<file path="src/rtl/pipe_hazard_ctrl.sv">
// Hazard, forwarding and flush sequencer for the 5-stage 16-bit pipeline.
// Tracks destination info for EX/MEM, issues hold/bubble/flush strobes and registered forward selects.
module pipe_hazard_ctrl #(
  parameter int RESET_HOLD = 2,
  parameter bit ZERO_REG   = 1'b1,
  parameter int CNT_W      = 16
) (
  input  logic             clock,
  input  logic             reset,
  input  logic [2:0]       id_rs,
  input  logic [2:0]       id_rt,
  input  logic             id_uses_rs,
  input  logic             id_uses_rt,
  input  logic [2:0]       id_wreg,
  input  logic             id_regwrite,
  input  logic             id_memread,
  input  logic             mem_branch_tk,
  input  logic             id_jump,
  output logic             pc_hold,
  output logic             ifid_hold,
  output logic             ifid_flush,
  output logic             idex_bubble,
  output logic             exmem_flush,
  output logic [1:0]       fwd_a,
  output logic [1:0]       fwd_b,
  output logic [CNT_W-1:0] stall_cycles
);

  typedef enum logic [1:0] {HOLD, RUN, LDSTALL} state_e;

  typedef struct packed {
    logic       valid;
    logic [2:0] wreg;
    logic       we;
  } dest_t;

  typedef struct packed {
    dest_t dst;
    logic  load;
  } ex_shadow_t;

  localparam int HW = (RESET_HOLD > 1) ? $clog2(RESET_HOLD + 1) : 1;
  localparam logic [HW-1:0] HOLD_INIT = HW'(RESET_HOLD);
  // With no warm-up requested the pipeline runs from the first cycle after reset.
  localparam state_e RESET_STATE = (RESET_HOLD == 0) ? RUN : HOLD;

  state_e          state_q;
  logic [HW-1:0]   hold_cnt_q;
  ex_shadow_t      ex_q, ex_d;
  dest_t           mem_q, mem_d;
  logic [1:0]      fwd_a_q, fwd_a_d, fwd_b_q, fwd_b_d;
  logic [CNT_W-1:0] stall_q;

  logic running, branch, load_use;
  logic ex_hit_rs, ex_hit_rt, mem_hit_rs, mem_hit_rt;

  function automatic logic hit(dest_t s, logic [2:0] r, logic used);
    return used && s.valid && s.we && (s.wreg == r) && !(ZERO_REG && (r == 3'd0));
  endfunction

  // Newest producer wins; a load still in EX cannot forward and is handled by the stall.
  function automatic logic [1:0] fwd_sel(logic ex_hit, logic ex_load, logic mem_hit);
    if (ex_hit && !ex_load) return 2'b01;
    else if (mem_hit)       return 2'b10;
    else                    return 2'b00;
  endfunction

  // NOTE: every always_comb output gets a default first so no latch can be inferred.
  always_comb begin
    running     = (state_q != HOLD);
    ex_hit_rs   = hit(ex_q.dst, id_rs, id_uses_rs);
    ex_hit_rt   = hit(ex_q.dst, id_rt, id_uses_rt);
    mem_hit_rs  = hit(mem_q, id_rs, id_uses_rs);
    mem_hit_rt  = hit(mem_q, id_rt, id_uses_rt);
    load_use    = (state_q == RUN) && ex_q.load && (ex_hit_rs || ex_hit_rt);
    branch      = running && mem_branch_tk;

    pc_hold     = !running || (load_use && !branch);
    ifid_hold   = pc_hold;
    idex_bubble = !running || load_use || branch;
    ifid_flush  = branch || (running && id_jump && !load_use);
    exmem_flush = branch;

    ex_d        = '0;
    if (!idex_bubble) ex_d = '{dst: '{valid: 1'b1, wreg: id_wreg, we: id_regwrite}, load: id_memread};
    mem_d       = exmem_flush ? '0 : ex_q.dst;

    fwd_a_d     = 2'b00;
    fwd_b_d     = 2'b00;
    if (!idex_bubble) begin
      fwd_a_d = fwd_sel(ex_hit_rs, ex_q.load, mem_hit_rs);
      fwd_b_d = fwd_sel(ex_hit_rt, ex_q.load, mem_hit_rt);
    end
  end

  // NOTE: sequential state is updated only with non-blocking assignments.
  always_ff @(posedge clock) begin
    if (reset) begin
      state_q    <= RESET_STATE;
      hold_cnt_q <= HOLD_INIT;
      ex_q       <= '0;
      mem_q      <= '0;
      fwd_a_q    <= 2'b00;
      fwd_b_q    <= 2'b00;
      stall_q    <= '0;
    end else begin
      ex_q    <= ex_d;
      mem_q   <= mem_d;
      fwd_a_q <= fwd_a_d;
      fwd_b_q <= fwd_b_d;
      if (running && pc_hold && (stall_q != '1)) stall_q <= stall_q + 1'b1;

      unique case (state_q)
        HOLD: begin
          hold_cnt_q <= hold_cnt_q - 1'b1;
          if (hold_cnt_q <= HW'(1)) state_q <= RUN;
        end
        RUN:     if (!branch && load_use) state_q <= LDSTALL;
        LDSTALL: state_q <= RUN;
        default: state_q <= HOLD;
      endcase
    end
  end

  assign fwd_a        = fwd_a_q;
  assign fwd_b        = fwd_b_q;
  assign stall_cycles = stall_q;

endmodule

</file>
<file path="config.mk">
export PLATFORM = sky130hd
export DESIGN_NAME = pipe_hazard_ctrl
export DESIGN_NICKNAME = d
export VERILOG_FILES = /design/src/rtl/pipe_hazard_ctrl.sv
export SDC_FILE = /design/constraint.sdc
export NUM_CORES = 1
export LEC_CHECK = 0
export CAP_MARGIN = 25
export CORE_ASPECT_RATIO = 1.75
export CORE_MARGIN = 2
export CORE_UTILIZATION = 52
export CTS_CLUSTER_DIAMETER = 100
export CTS_CLUSTER_SIZE = 10
export DETAILED_ROUTE_END_ITERATION = 12
export PLACE_DENSITY = 0.86
export RECOVER_POWER = 50
export SLEW_MARGIN = 10
export SYNTH_ARGS = -nofsm -noshare
export SYNTH_HDL_FRONTEND = slang
export SYNTH_SLANG_ARGS = --single-unit
</file>
<file path="constraint.sdc">
create_clock -name clock -period 4.4 [get_ports clock]
set_clock_uncertainty 0.1 [all_clocks]
set_input_delay 0.88 -clock clock [delete_from_list [all_inputs] [get_ports clock]]
set_output_delay 0.88 -clock clock [all_outputs]
set_load 0.1 [all_outputs]
</file>
==> results.sh <==
export IMPL_clk_pin_slew_ns=0.07
export IMPL_n_antenna_cell=0
export IMPL_placed_area_mm2=0.00215
export IMPL_cts_sinks=35
export IMPL_pre_cts_slack_ns=0.339
export IMPL_path_class="in2out"
export IMPL_synthFlopType="dfxtp_1"
export IMPL_cts_root_buf="clkbuf_8"
export IMPL_power_density_mw_per_mm2=419
export IMPL_cp_common_cell="a211o_1"
export IMPL_fin_ws_ns=0.322
export IMPL_ctsHoldBuffers=0
export IMPL_dp_hpwl_um=2730
export IMPL_htree_num_levels=2
export IMPL_dieWidth_um=46.7
export IMPL_ys_async_sr_fraction=0
export IMPL_numCtsBuffers=5
export IMPL_relSlewSlack=0.232
export IMPL_wirelength_um=3920
export IMPL_ys_seq_area_frac=0.423
export IMPL_worstSetupEndpointType="primary output"
export IMPL_wl_met3_um=157
export IMPL_syn_to_final_growth_pct=38.3
export IMPL_min_path_type="reg2reg"
export IMPL_drt_pass1_iterations=4
export IMPL_worst_path_max_fanout=4
export IMPL_hold_viol_final=0
export IMPL_required_ns=3.42
export IMPL_met1_length_um=1510
export IMPL_netlist_instances=193
export IMPL_ios=42
export IMPL_grt_pass1_wl_um=6240
export IMPL_tns_ns=0
export IMPL_ys_ff_latch=35
export IMPL_place_congestion=0.830
export IMPL_rsz0062_at_grt="false"
export IMPL_yosysUniqueCellTypes=35
export IMPL_start_kind="input pin"
export IMPL_report_final_slew_viol_count=0
export IMPL_final_area_mm2=0.00229
export IMPL_final_cell_mix="dfxtp_1, nor2_1, dlygate4sd3_1, a21oi_1, clkdlybuf4s50_1"
export IMPL_fmax_ghz=0.245
export IMPL_leakage_nw=0.846
export IMPL_worst_pin_slew_ns=1.16
export IMPL_worstPathCellList="clkdlybuf4s50_1 > or3b_1 > a211o_1 > a211o_1 > and2_1 > o21ai_0 > buf_12"
export IMPL_detail_route_iter0_violations=60
export IMPL_final_common_cell="dfxtp_1"
export IMPL_grt_usage=0.235
export IMPL_top_layer="met4"
export IMPL_syn_area_per_cell_um2=8.58
export IMPL_ys_warn_count=0
export IMPL_drc=0
export IMPL_antenna_found_initial=0
export IMPL_vias=1614
export IMPL_cts_buffer_depth=2
export IMPL_fillers=256
export IMPL_grt_overflow_total=0
export IMPL_setup_viol=0
export IMPL_layout_drive_gt1_share=0.0921
export IMPL_wl_per_cell_um=13.9
export IMPL_slowest_delay_ns=0.41
export IMPL_vdd_drop_max_uv=325
export IMPL_dr_wl_met2_um=2120
export IMPL_path_buf_inv=2
export IMPL_detail_route_vias_per_cell=5.72
export IMPL_post_route_period_util=0.927
export IMPL_core_mm2=0.00311
export IMPL_syn_nets=212
export IMPL_die_y_um=78.7
export IMPL_num_rows=27
export IMPL_route_antenna_remaining_nets=0
export IMPL_cap_violations=0
export IMPL_cp_arrival_ns=3.10
export IMPL_worst_skew_pair_late_latency_ns=0.29
export IMPL_grt_max_degree=32
export IMPL_portBuffers=41
export IMPL_synth_edff_count=0
export IMPL_netlist_area_leader_share=0.423
export IMPL_crit_slowest_cell="clkdlybuf4s50_1"
export IMPL_start_util=0.533
export IMPL_ys_top_cells_by_area="dfxtp_1, nor2_1, a21oi_1"
export IMPL_synth_largest_area_cell="dfxtp_1"
export IMPL_die_area_mm2=0.00367
export IMPL_cts_tree="yes"
export IMPL_status="complete, no violations"
export IMPL_path_delay_family="compound AO/OA/AOI/OAI gates"
export IMPL_period_needed_ns=4.08
export IMPL_syn_area_mm2=0.00166
export IMPL_cts_repair_resized=0
export IMPL_postCtsSetupRepairBufs=0
export IMPL_first_global_vias=1464
export IMPL_nNetsFinal=257
logic make-up after synthesis:
logic type | after synthesis | share of synthesized area
AO/OA/AOI/OAI | 43 | 0.166
buffers and inverters | 16 | 0.0431
XOR/XNOR | 9 | 0.0476
multiplexers | 3 | 0.0204
AND/OR/NAND/NOR | 85 | 0.285
adder cells (fa/ha/maj) | 2 | 0.0151
flip-flops | 35 | 0.423
metrics by stage:
step | hold slack (ns) | utilization | total power [mW] | std cells
global placement | 0.383 | 0.693 | 0.621 | 273
finish | 0.388 | 0.737 | 0.960 | 282
CTS | 0.395 | 0.737 | 0.972 | 281
floorplan | 0.352 | - | 0.531 | 193
detailed placement | 0.381 | 0.693 | 0.626 | 273
global route | 0.431 | 0.737 | 1.00 | 282
registers in the layout, indices dropped and copies added, names as in the netlist:
| register | cells |
|---|---|
| hold_cnt_q | 2 |
| stall_cycles | 16 |
| ex_q | 6 |
| fwd_a | 2 |
| fwd_b | 2 |
| state_q | 2 |
| mem_q | 5 |
report_power, final:
part	internal [mW]	leakage (nW)	switching, mW	total, mW
Combinational	0.0971	0.499	0.167	0.264
Sequential	0.335	0.283	0.0164	0.351
Clock	0.226	0.0644	0.119	0.345
worst paths after layout:
check	start	cells after the start	slack, ns	to
worst max-delay path	id_rs[2]	7	0.32	idex_bubble
worst min-delay path	mem_q[4]$_SDFF_PP0_	2	0.39	fwd_b[1]$_SDFF_PP0_
worst max register to register	ex_q[3]$_SDFF_PP0_	7	1.15	stall_cycles[13]$_SDFFE_PP0P_
worst min register to register	mem_q[4]$_SDFF_PP0_	2	0.39	fwd_b[1]$_SDFF_PP0_
worst reg2reg max path, cell delays in order, from the launching register on:
cell	delay, ns
dfxtp_1	0.42
or3b_1	0.37
a211o_1	0.26
a211o_1	0.35
a211o_1	0.35
clkbuf_1	0.47
nor4_1	0.46
mux2_2	0.37
synthesized netlist by cell type (5+ instances only):
master / number
dfxtp_1: 35
nor2_1: 24
a21oi_1: 16
nand3_1: 13
o31ai_1: 9
or4_1: 9
clkbuf_1: 7
inv_1: 7
nor3b_1: 7
and2_1: 6
nor4_1: 6
o21ai_0: 6
xnor2_1: 5
layer usage:
metal | track usage | vias up
li1 | - | 796
met1 | 0.241 | 766
met2 | 0.407 | 42
met3 | 0.0506 | 10
met4 | 0.139 | 0
met5 | 0 | -
final cells by class:
type | instances | area (um^2) | area share
Clock buffer | 5 | 68.8 | 0.0300
Multi-Input combinational cell | 142 | 888 | 0.388
Inverter | 7 | 26.3 | 0.0115
Timing Repair Buffer | 47 | 485 | 0.212
Tap cell | 43 | 53.8 | 0.0235
Clock inverter | 3 | 67.6 | 0.0295
Sequential cell | 35 | 701 | 0.306
Power figures use the tool's default switching activity.
